**src/rtl/onehot_pulse_decoder_if.sv**
```systemverilog
// ---------------------------------------------------------------------------
// onehot_pulse_decoder_if
// Input handshake between an index producer and onehot_pulse_decoder.
//   in_valid : producer has an index this cycle
//   in_idx   : binary index to decode (IN_W bits)
//   in_ready : decoder can take it; a transfer happens on in_valid && in_ready
// master = producer side, slave = decoder side.
// ---------------------------------------------------------------------------
interface onehot_pulse_decoder_if #(
  parameter int IN_W = 2
);
  logic            in_valid;
  logic [IN_W-1:0] in_idx;
  logic            in_ready;

  modport master (output in_valid, output in_idx, input in_ready);
  modport slave  (input in_valid, input in_idx, output in_ready);
endinterface

```
**src/rtl/onehot_pulse_decoder.sv**
```systemverilog
// ---------------------------------------------------------------------------
// onehot_pulse_decoder
// Turns a stream of binary indices into timed one-hot pulses. Each index
// taken from a small input FIFO drives line 1<<idx high for HOLD cycles,
// followed by GAP all-zero cycles.
// Ports:
//   clk        : clock, all state on the rising edge
//   rst_n      : synchronous active-low reset
//   en         : gates FIFO acceptance and the start of new pulses
//   in_if      : slave side of the index handshake (valid/idx/ready)
//   out        : registered one-hot pulse output (2**IN_W bits)
//   out_active : registered, high exactly when out != 0
//   busy       : pulse/gap in progress or entries still queued
// ---------------------------------------------------------------------------
module onehot_pulse_decoder #(
  parameter int IN_W  = 2,
  parameter int HOLD  = 4,
  parameter int GAP   = 1,
  parameter int DEPTH = 2
) (
  input  logic                   clk,
  input  logic                   rst_n,
  input  logic                   en,
  onehot_pulse_decoder_if.slave  in_if,
  output logic [(2**IN_W)-1:0]   out,
  output logic                   out_active,
  output logic                   busy
);

  localparam int OUT_W   = 2**IN_W;
  localparam int PTR_W   = (DEPTH > 1) ? $clog2(DEPTH) : 1;
  localparam int FCNT_W  = $clog2(DEPTH + 1);
  localparam int CNT_MAX = (HOLD > GAP) ? HOLD : GAP;
  localparam int CNT_W   = (CNT_MAX > 1) ? $clog2(CNT_MAX) : 1;

  localparam logic [CNT_W-1:0]  HOLD_INIT = CNT_W'(HOLD - 1);
  // Only used when GAP > 0; the guard keeps the value sane for GAP == 0.
  localparam logic [CNT_W-1:0]  GAP_INIT  = (GAP > 0) ? CNT_W'(GAP - 1) : '0;
  localparam logic [FCNT_W-1:0] FULL_CNT  = FCNT_W'(DEPTH);

  typedef enum logic [1:0] {S_IDLE, S_HOLD, S_GAP} state_t;

  // FIFO storage and pointers
  logic [IN_W-1:0]   mem_q [DEPTH];
  logic [PTR_W-1:0]  wr_ptr_q, wr_ptr_d;
  logic [PTR_W-1:0]  rd_ptr_q, rd_ptr_d;
  logic [FCNT_W-1:0] count_q, count_d;

  // Pulse FSM
  state_t            state_q, state_d;
  logic [CNT_W-1:0]  cnt_q, cnt_d;
  logic [OUT_W-1:0]  out_q, out_d;
  logic              out_active_q, out_active_d;

  logic empty, full, push, pop, load, load_ok;
  logic [IN_W-1:0] head;

  assign empty   = (count_q == '0);
  assign full    = (count_q == FULL_CNT);
  assign head    = mem_q[rd_ptr_q];
  assign load_ok = en && !empty;

  // Ready ignores a same-cycle pop so it never depends on FSM decisions.
  assign in_if.in_ready = rst_n && en && !full;
  assign push           = in_if.in_valid && in_if.in_ready;

  always_ff @(posedge clk) begin
    if (push) begin
      mem_q[wr_ptr_q] <= in_if.in_idx;
    end
  end

  always_comb begin
    state_d = state_q;
    cnt_d   = cnt_q;
    out_d   = out_q;
    load    = 1'b0;

    case (state_q)
      S_IDLE: begin
        if (load_ok) begin
          load = 1'b1;
        end else begin
          out_d = '0;
        end
      end
      S_HOLD: begin
        if (cnt_q != '0) begin
          cnt_d = cnt_q - CNT_W'(1);
        end else if (GAP > 0) begin
          state_d = S_GAP;
          out_d   = '0;
          cnt_d   = GAP_INIT;
        end else if (load_ok) begin
          // Back-to-back pulse: the next line rises with no zero cycle.
          load = 1'b1;
        end else begin
          state_d = S_IDLE;
          out_d   = '0;
        end
      end
      S_GAP: begin
        out_d = '0;
        if (cnt_q != '0) begin
          cnt_d = cnt_q - CNT_W'(1);
        end else if (load_ok) begin
          load = 1'b1;
        end else begin
          state_d = S_IDLE;
        end
      end
      default: begin
        state_d = S_IDLE;
        out_d   = '0;
        cnt_d   = '0;
      end
    endcase

    if (load) begin
      state_d = S_HOLD;
      out_d   = OUT_W'(1) << head;
      cnt_d   = HOLD_INIT;
    end

    // A pop only ever happens on a load, and load implies non-empty.
    pop          = load;
    out_active_d = |out_d;

    wr_ptr_d = push ? wr_ptr_q + PTR_W'(1) : wr_ptr_q;
    rd_ptr_d = pop  ? rd_ptr_q + PTR_W'(1) : rd_ptr_q;
    count_d  = count_q;
    if (push && !pop) begin
      count_d = count_q + FCNT_W'(1);
    end else if (pop && !push) begin
      count_d = count_q - FCNT_W'(1);
    end
  end

  always_ff @(posedge clk) begin
    if (!rst_n) begin
      state_q      <= S_IDLE;
      cnt_q        <= '0;
      out_q        <= '0;
      out_active_q <= 1'b0;
      wr_ptr_q     <= '0;
      rd_ptr_q     <= '0;
      count_q      <= '0;
    end else begin
      state_q      <= state_d;
      cnt_q        <= cnt_d;
      out_q        <= out_d;
      out_active_q <= out_active_d;
      wr_ptr_q     <= wr_ptr_d;
      rd_ptr_q     <= rd_ptr_d;
      count_q      <= count_d;
    end
  end

  assign out        = out_q;
  assign out_active = out_active_q;
  assign busy       = (state_q != S_IDLE) || !empty;

endmodule

```
**src/flat_wrapper.sv**
```systemverilog
// flat-port wrapper written by rule: the top's interface ports become plain ports
module onehot_pulse_decoder_flat 
#(
  parameter int IN_W  = 2,
  parameter int HOLD  = 4,
  parameter int GAP   = 1,
  parameter int DEPTH = 2
)
  (clk, rst_n, en, out, out_active, busy, in_if_in_valid, in_if_in_idx, in_if_in_ready);
  onehot_pulse_decoder_if #(.IN_W(IN_W)) in_if_i ();
  input  logic clk;
  input  logic rst_n;
  input  logic en;
  output logic [(2**IN_W)-1:0] out;
  output logic out_active;
  output logic busy;
  input wire logic [$bits(in_if_i.in_valid)-1:0] in_if_in_valid;
  input wire logic [$bits(in_if_i.in_idx)-1:0] in_if_in_idx;
  output wire logic [$bits(in_if_i.in_ready)-1:0] in_if_in_ready;
  assign in_if_i.in_valid = in_if_in_valid;
  assign in_if_i.in_idx = in_if_in_idx;
  assign in_if_in_ready = in_if_i.in_ready;
  onehot_pulse_decoder #(.IN_W(IN_W), .HOLD(HOLD), .GAP(GAP), .DEPTH(DEPTH)) u_core (.clk(clk), .rst_n(rst_n), .en(en), .in_if(in_if_i), .out(out), .out_active(out_active), .busy(busy));
endmodule
```
**config.mk**
```make
export PLATFORM = sky130hd
export DESIGN_NAME = onehot_pulse_decoder_flat
export DESIGN_NICKNAME = d
export VERILOG_FILES = /design/src/rtl/onehot_pulse_decoder_if.sv /design/src/rtl/onehot_pulse_decoder.sv /design/src/flat_wrapper.sv
export SDC_FILE = /design/constraint.sdc
export NUM_CORES = 1
export LEC_CHECK = 0
export ABC_CLOCK_PERIOD_IN_PS = 3900
export BUFFER_PORTS_ARGS = -buffer_cell sky130_fd_sc_hd__buf_2
export CORE_MARGIN = 5
export CORE_UTILIZATION = 30
export DETAILED_ROUTE_END_ITERATION = 12
export PLACE_DENSITY = 0.44
export SYNTH_ARGS = -nofsm -noshare
export SYNTH_HDL_FRONTEND = slang
export SYNTH_SLANG_ARGS = --single-unit
```
**constraint.sdc**
```tcl
create_clock -name clk -period 3.9 [get_ports clk]
set_input_delay 0.195 -clock clk [delete_from_list [all_inputs] [get_ports clk]]
set_output_delay 0.195 -clock clk [all_outputs]
set_load 0.03 [all_outputs]
```
### Word-level counts from Yosys, hierarchy flattened

Memories as Yosys holds them, arrays and structs flattened. A register that Yosys moved wholly into a read port is not among the register bits.
Cells that the tools add are included.

* $add $sub $neg: 5
* multipliers: 0
* div/mod/pow operators: 0
* magnitude comparators: 0
* equality and inequality tests: 11
* shift-type cells: 1
* muxes and demuxes: 22
* bitwise operators: 2
* reductions and logical operators: 21

Operator list (number)
* $mux 2: 8
* $mux 4: 3
* $pmux 2 s3: 2
* $ne 3x2->1 const B: 3
* $pmux 4 s2: 1
* $reduce_and 4->1: 2
* $mux 1: 7
* $logic_and 1x1->1: 6
* $ne 2x2->1 const B: 3
* $reduce_bool 2->1: 3
* $eq 2x2->1 const B: 2
* $logic_not 1->1: 4
* $logic_not 2->1: 2
* $reduce_or 4->1: 1
* $shl 1x2->4 const A: 1
* $sub 2x1->2 const B: 2
* $ne 3x1->1 const B: 1
* $add 1x1->1 const B: 2
* $add 2x1->2 const B: 1
* $eq 2x1->1 const B: 1
* $ne 2x1->1 const B: 1
* $not 1->1: 2
* $pmux 1 s2: 1
* $reduce_and 2->1: 1
* 2 further kinds: 2

* register bits after elaboration: 13
* bits in latches: 0
* RAM bits: 4
* memory bits (read-only): 0
* bits of input ports: 6
* output and inout bits: 7
* word-level logic and storage cells: 71
* memories: 1

Memories
* u_core.mem_q: depth 2, width 2, rd ports 1, clocked after Yosys merged registers in 1, wr ports 1, line onehot_pulse_decoder.sv:44 `logic [IN_W-1:0] mem_q [DEPTH];`

### Depth between registers and ports, before layout

Gate-level depths: netlist (run 1).

* word-level depth: 9
* depth in mapped cells: 9
* gate-level depth less buffers: 9

### Least setup slack after synthesis (run 1)

No wires, ideal clock.

* kind: register -> register
* from: reg u_core.cnt_q[0]
* to: reg u_core.count_q[1]
* setup time: 0.071 ns
* data arrival time: 1.884 ns
* required time: 3.829 ns
* setup slack: 1.945 ns
* stages on the path, launching flop included: 9
* buffers on the path: 0
* clock period less this slack: 1.955 ns
* cells stage by stage: dfxtp_1 inv_1 ha_1 a21oi_2 nor2_1 inv_1 ha_1 or3_1 a21oi_1

* longest elaborated chain between the ends: 6
* elaborated cells on any way between the ends: 8
* those cells by class: mux: 3; reduce/logical: 5

RTL lines
* start, declared: line onehot_pulse_decoder.sv:51 `logic [CNT_W-1:0] cnt_q, cnt_d;`
* start signal, assigned: line onehot_pulse_decoder.sv:150 `cnt_q <= cnt_d;`
* $reduce_bool 2->1 (*): line onehot_pulse_decoder.sv:88, onehot_pulse_decoder.sv:104
* $mux 1 (*): line onehot_pulse_decoder.sv:104 `if (cnt_q != '0) begin`
* $pmux 1 s2 (*): line onehot_pulse_decoder.sv:79 `case (state_q)`
* $logic_not 1->1: line onehot_pulse_decoder.sv:132 `if (push && !pop) begin`
* $logic_and 1x1->1: line onehot_pulse_decoder.sv:132
* $mux 2 or $reduce_bool 2->1 (tied branches)
* end signal, assigned: line onehot_pulse_decoder.sv:155 `count_q <= count_d;`
* end, declared: line onehot_pulse_decoder.sv:47 `logic [FCNT_W-1:0] count_q, count_d;`

Mark *: on every way between the ends. The rest lies on a longest branch, timed or not.
A chain may end at the register's enable or synchronous reset.

### Worst setup path after layout (run 1)

* from: reg u_core.state_q[1]
* to: reg u_core.count_q[1]

* longest elaborated chain between the ends: 5
* elaborated cells on any way between the ends: 8
* those cells by class: eq/ne: 1; mux: 2; reduce/logical: 5

RTL lines
* start, declared: line onehot_pulse_decoder.sv:50 `state_t state_q, state_d;`
* start signal, assigned: line onehot_pulse_decoder.sv:149 `state_q <= state_d;`
* $eq 2x2->1 or $logic_not 2->1 (tied branches): line onehot_pulse_decoder.sv:79
* $pmux 1 s2 (*): line onehot_pulse_decoder.sv:79
* $logic_not 1->1: line onehot_pulse_decoder.sv:132
* $logic_and 1x1->1: line onehot_pulse_decoder.sv:132
* $mux 2 or $reduce_bool 2->1 (tied branches)

Marks and branches as above.

==> results.cfg, run 1 <==
[worst_setup_path]
crit_required_ns = 4.13
critPathCaptureType = flip-flop
critPathKind = reg -> reg
start_kind = flip-flop
cp_max_fo = 7
reg2reg_to = u_core.count_q[1]
r2r_start = u_core.state_q[1]
worstPathArrival_ns = 2.49
r2r_setup_slack_ns = 1.63
rr_worst_depth = 8

[power]
comb_power_share = 0.497
vdd_drop_max_mv = 0.266
seqPwrFrac = 0.373
p_leak_nw = 0.425
power.internal_w = 0.000408
powerDensity_nw_per_um2 = 661
swShare = 0.429
p_sw_w = 0.000306
clkPwrFrac = 0.130
total_power_w = 0.000714

[hold_path]
hold_class = in -> reg
hold-path-cell-count = 1
worstHoldStart = in_if_in_idx[1]
min_to = u_core.mem_q[0][1]

[synth]
synth_cell_types = 34
syn_nets = 111
synthCells = 97
yosys_warnings = 0
ys.flop_type = dfxtp_1
synth_async_sr_flop_share = 0
yosys.area.top_type = dfxtp_1
synth_area_leaders = dfxtp_1, edfxtp_1, ha_1, o32ai_1, nand2_1
synth_seq_cells = 18
yosysSeqAreaShare = 0.418
syn_area_um2 = 958
synth-edff-count = 4
syn_area_per_cell_um2 = 9.88
synth_top_area_share = 0.292

[clock_tree]
postCtsHoldBufs = 0
cts_resized = 0
htree_levels = 1
clkTransAtPathRegs_ns = 0.10
clock_latency_ns = 0.29
cts_buffers = 3
clock_sinks = 18
cts_tree = built
clockBufferDepth = 2
root_buffer = clkbuf_4
post-cts-setup-buffers = 0

[drt]
wl_met3_um = 87
route.met2.wl_um = 818
totalWireLength_um = 1890
vias_per_cell = 4.80
top_layer = met4
wl_per_cell_um = 12.2
drt_iter0_markers = 8
ant_nets = 0
drc = 0
dr.pass1.iters = 4
met1_length_um = 966
vias = 739

[die]
die_w_um = 66.5
die_h_um = 66.5
dieArea_um2 = 4420
io-pin-count = 13
rows = 20
fp.coreArea_um2 = 3050
start_util = 0.314

[sta]
fin_skew_ns = 0.00254
fin_setup_tns_ns = 0
rsz0062_at_grt = no
fin_crit_ns = 2.27
hold_viol = 0
worst_pin_slew_ns = 0.545
max_freq_mhz = 441
slew-limit-headroom = 0.633
setup_viol = 0
drv_slew = 0
post-route-period-util = 0.582

[final_layout]
antennaDiodeCount = 0
multi_input_area_um2 = 508
layout-drive-gt1-share = 0.182
fin_nets = 125
final_common_cell = dfxtp_1
final_cell_mix = dfxtp_1, buf_2, nand2_1
ff_latch_area_um2 = 400
fillCellCount = 345
area_growth_syn_to_layout_pct = 12.7

[flow_run]
drv_cap = 0

[global_route]
antenna_found_initial = 0
grtUsageTotal = 0.0907
gr-total-overflow = 0
grt_pass1_vias = 701
grt_max_degree = 12
grt_pass1_wl_um = 3070

[status]
status = finished clean

[place]
gp_congestion = 0.704
io_buffer_count = 12
dp_hpwl_um = 1490
per-layer routing:
layer | up-vias | track usage
li1 | 385 | -
met2 | 11 | 0.134
met4 | 0 | 0.0381
met1 | 341 | 0.124
met5 | - | 0
met3 | 2 | 0.0236
metrics by stage:
step / cell area, um^2 / utilization / worst slack, ns / cells / hold WS [ns]
after floorplan: 958 / - / 1.95 / 97 / 0.294
after global placement: 1050 / 0.345 / 1.73 / 150 / 0.387
after detailed placement: 1050 / 0.345 / 1.65 / 150 / 0.389
after CTS: 1080 / 0.354 / 1.62 / 154 / 0.0834
after global routing: 1080 / 0.354 / 1.44 / 154 / 0.0760
final: 1080 / 0.354 / 1.63 / 154 / 0.0937
registers in the layout, summed over array words and instances, names as in the netlist, named ones only:
| signal | count |
|---|---|
| u_core.mem_q | 4 |
| u_core.out | 4 |
| u_core.cnt_q | 2 |
| u_core.count_q | 2 |
| u_core.state_q | 2 |
| u_core.out_active | 1 |
| u_core.rd_ptr_q | 1 |
| u_core.wr_ptr_q | 1 |
critical path, stage by stage, from the launching register on:
cell and delay (ns):
dfxtp_1 0.32, inv_1 0.09, ha_1 0.32, a21oi_2 0.09
nor2_1 0.37, inv_1 0.16, ha_1 0.34, or3_1 0.38
a21oi_1 0.13
final cells by class:
| type | instances | area share |
|---|---|---|
| clock buffer | 3 | 0.0209 |
| clock inverter | 1 | 0.00348 |
| inverter | 8 | 0.0278 |
| multi-input combinational | 68 | 0.470 |
| sequential | 18 | 0.371 |
| tap | 44 | 0.0510 |
| timing repair buffer | 12 | 0.0556 |
Yosys cell counts (3+ instances only):
| cell type | count |
|---|---|
| o32ai_1 | 4 |
| nand2_1 | 9 |
| o41ai_1 | 3 |
| dfxtp_1 | 14 |
| inv_1 | 8 |
| nor2_1 | 4 |
| ha_1 | 8 |
| edfxtp_1 | 4 |
| nor2b_1 | 4 |
| a21oi_1 | 5 |
cells by family after synthesis:
family | Yosys count | synth area share
compound gates | 26 | 0.208
xor+xnor | 2 | 0.0183
fa+ha+maj | 8 | 0.104
buf+inv | 11 | 0.0522
flops | 18 | 0.418
mux | 2 | 0.0209
simple gates | 30 | 0.179
worst max-delay path by stage:
stage	slack, ns	startpoint	endpoint	cells past startpoint
finish	1.63	u_core.state_q[1]	u_core.count_q[1]	8
global route	1.44	u_core.state_q[1]	u_core.count_q[1]	8
floorplan	1.95	u_core.cnt_q[0]	u_core.count_q[1]	8
CTS	1.62	u_core.cnt_q[0]	u_core.count_q[1]	8
global placement	1.73	u_core.cnt_q[0]	u_core.count_q[1]	8
detailed placement	1.65	u_core.state_q[1]	u_core.count_q[1]	8
power by group through the flow:
stage	sequential (W)	combinational (W)	clock, W
global placement	0.000272	0.000357	0
detailed placement	0.000271	0.000355	0
global route	0.000274	0.000395	0.000107
CTS	0.000267	0.000357	0.0000977
finish	0.000267	0.000354	0.0000928
floorplan	0.000267	0.000284	0
No activity file was read; power rests on OpenSTA's default activity.
==> run 2: changes to the inputs <==
--- a/config.mk
+++ b/config.mk
@@ -5,7 +5,8 @@
 export SDC_FILE = /design/constraint.sdc
 export NUM_CORES = 1
 export LEC_CHECK = 0
-export ABC_CLOCK_PERIOD_IN_PS = 3900
+export ABC_AREA = 1
+export ABC_CLOCK_PERIOD_IN_PS = 2100
 export BUFFER_PORTS_ARGS = -buffer_cell sky130_fd_sc_hd__buf_2
 export CORE_MARGIN = 5
 export CORE_UTILIZATION = 30
==> constraint.sdc (replaced) <==
create_clock -name clk -period 2.1 [get_ports clk]
set_input_delay 0.105 -clock clk [delete_from_list [all_inputs] [get_ports clk]]
set_output_delay 0.105 -clock clk [all_outputs]
set_load 0.03 [all_outputs]
==> run 2 against run 1 <==
Compared with the run above:
- worst setup slack worse by 1.3 ns
- maximum frequency is 25% higher
- area after synthesis shrank 1.2%
- first-iteration DRC count grew to 5.0 times the previous value
- via count is 2.0% higher
- power increased by 95%
==> results.cfg, run 2 <==
[status]
status = finished clean

[clock_tree]
clkTransAtPathRegs_ns = 0.11
clockBufferDepth = 2
cts_buffers = 3
clock_sinks = 18
root_buffer = clkbuf_4
cts_tree = built
cts_resized = 0
htree_levels = 1
clock_latency_ns = 0.29

[final_layout]
final_util = 0.366
final_common_cell = nand2_1
layout-drive-gt1-share = 0.288
area_growth_syn_to_layout_pct = 18.1
fin_nets = 147
fillCellCount = 345
final_cell_mix = nand2_1, dfxtp_1, a21oi_1
antennaDiodeCount = 0

[power]
p_leak_nw = 0.507
vdd_drop_max_mv = 0.372
total_power_w = 0.00139
powerDensity_nw_per_um2 = 1240

[flow_run]
drv_cap = 0

[sta]
layout_setup_ws_ns = 0.284
worst_pin_slew_ns = 0.224
fin_crit_ns = 1.82
max_freq_mhz = 551
drv_slew = 0
fin_setup_tns_ns = 0
setup_viol = 0
rsz0062_at_grt = no
post-route-period-util = 0.865
hold_slack_ns = 0.116
hold_viol = 0
slew-limit-headroom = 0.849
fin_skew_ns = 0.00312

[die]
fp.coreArea_um2 = 3050
die_h_um = 66.2
rows = 20
io-pin-count = 13
start_util = 0.310
die_w_um = 66.2
dieArea_um2 = 4380

[global_route]
grt_pass1_vias = 701
grt_max_degree = 11
gr-total-overflow = 0
antenna_found_initial = 0
grtUsageTotal = 0.0918
grt_pass1_wl_um = 3060

[drt]
drt_iter0_markers = 40
vias = 754
wl_per_cell_um = 10.2
drc = 0
dr.pass1.iters = 4
totalWireLength_um = 1800
ant_nets = 0
vias_per_cell = 4.28

[synth]
synth_most_common_cell = nand2_1
yosys_warnings = 0
synth_top_area_share = 0.296
synth-edff-count = 4
synth_area_leaders = dfxtp_1, edfxtp_1, ha_1, a21oi_1, nand2_1
synthCells = 114
yosys-top-cells-count = nand2_1, dfxtp_1, a21oi_1
syn_nets = 128
synth_cell_types = 23
yosysSeqAreaShare = 0.423
yosys.area.top_type = dfxtp_1
syn_area_per_cell_um2 = 8.31
synth_seq_cells = 18
syn_area_um2 = 947
synth_async_sr_flop_share = 0
ys.flop_type = dfxtp_1

[place]
dp_hpwl_um = 1460
dp_worst_setup_slack_ns = 0.309
io_buffer_count = 12
gp_congestion = 0.787

[worst_setup_path]
worstPathArrival_ns = 2.00
start_kind = flip-flop
cp_max_fo = 8
crit_required_ns = 2.29
critPathCaptureType = flip-flop
critPathKind = reg -> reg

[hold_path]
hold_class = in -> reg
## run 2: timing repair
item | CTS | global route
setup buffers | 0 | 0
hold endpoints to repair | 4 | 0
hold buffers | 2 | 0
## run 2: final timing paths
| check | slack (ns) | to | cells past startpoint | startpoint |
|---|---|---|---|---|
| setup / recovery | 0.28 | u_core.count_q[1] | 10 | u_core.cnt_q[0] |
| hold / removal | 0.12 | u_core.cnt_q[0] | 3 | rst_n |
| setup reg to reg | 0.28 | u_core.count_q[1] | 10 | u_core.cnt_q[0] |
| hold reg to reg | 0.46 | u_core.rd_ptr_q | 1 | u_core.rd_ptr_q |
## run 2: worst max-delay path: stages, from the launching register on
cell,delay [ns]
dfxtp_1,0.39
inv_1,0.10
ha_1,0.22
nand2_1,0.11
nand2_4,0.08
nand2_4,0.12
ha_1,0.26
a21oi_1,0.11
o21ai_0,0.11
o21ai_0,0.17
a21oi_1,0.05
## run 2: layer usage
metal,track usage,wire (um),vias up
met4,0.0228,19,0
met3,0.0357,72,2
met5,0,0,-
met1,0.115,868,335
li1,-,-,407
met2,0.146,836,10
## run 2: metrics by stage
stage / instance area (um^2) / std cells
3_3_place_gp: 1060 / 170
3_5_place_dp: 1060 / 170
2_1_floorplan: 947 / 114
6_report: 1120 / 176
4_1_cts: 1120 / 176
5_1_grt: 1120 / 176
## run 2: area by class of cell
class / instances / area, um^2 / area share
multi-input combinational: 79 / 482 / 0.431
sequential: 18 / 400 / 0.358
timing repair buffer: 14 / 80.1 / 0.0716
inverter: 17 / 65.1 / 0.0582
tap: 44 / 55.1 / 0.0492
clock buffer: 4 / 36.3 / 0.0324
## run 2: cells by family after synthesis
kind of cell / after synthesis / share of synthesized area
AO/OA/AOI/OAI: 26 / 0.157
buffers and inverters: 17 / 0.0687
adder cells (fa/ha/maj): 8 / 0.106
XOR/XNOR: 1 / 0.00925
flip-flops: 18 / 0.423
AND/OR/NAND/NOR: 44 / 0.236
## run 2: power by group
group,switching (W),internal (W)
logic,0.000448,0.000229
registers,0.0000675,0.000434
clock network,0.000108,0.000106
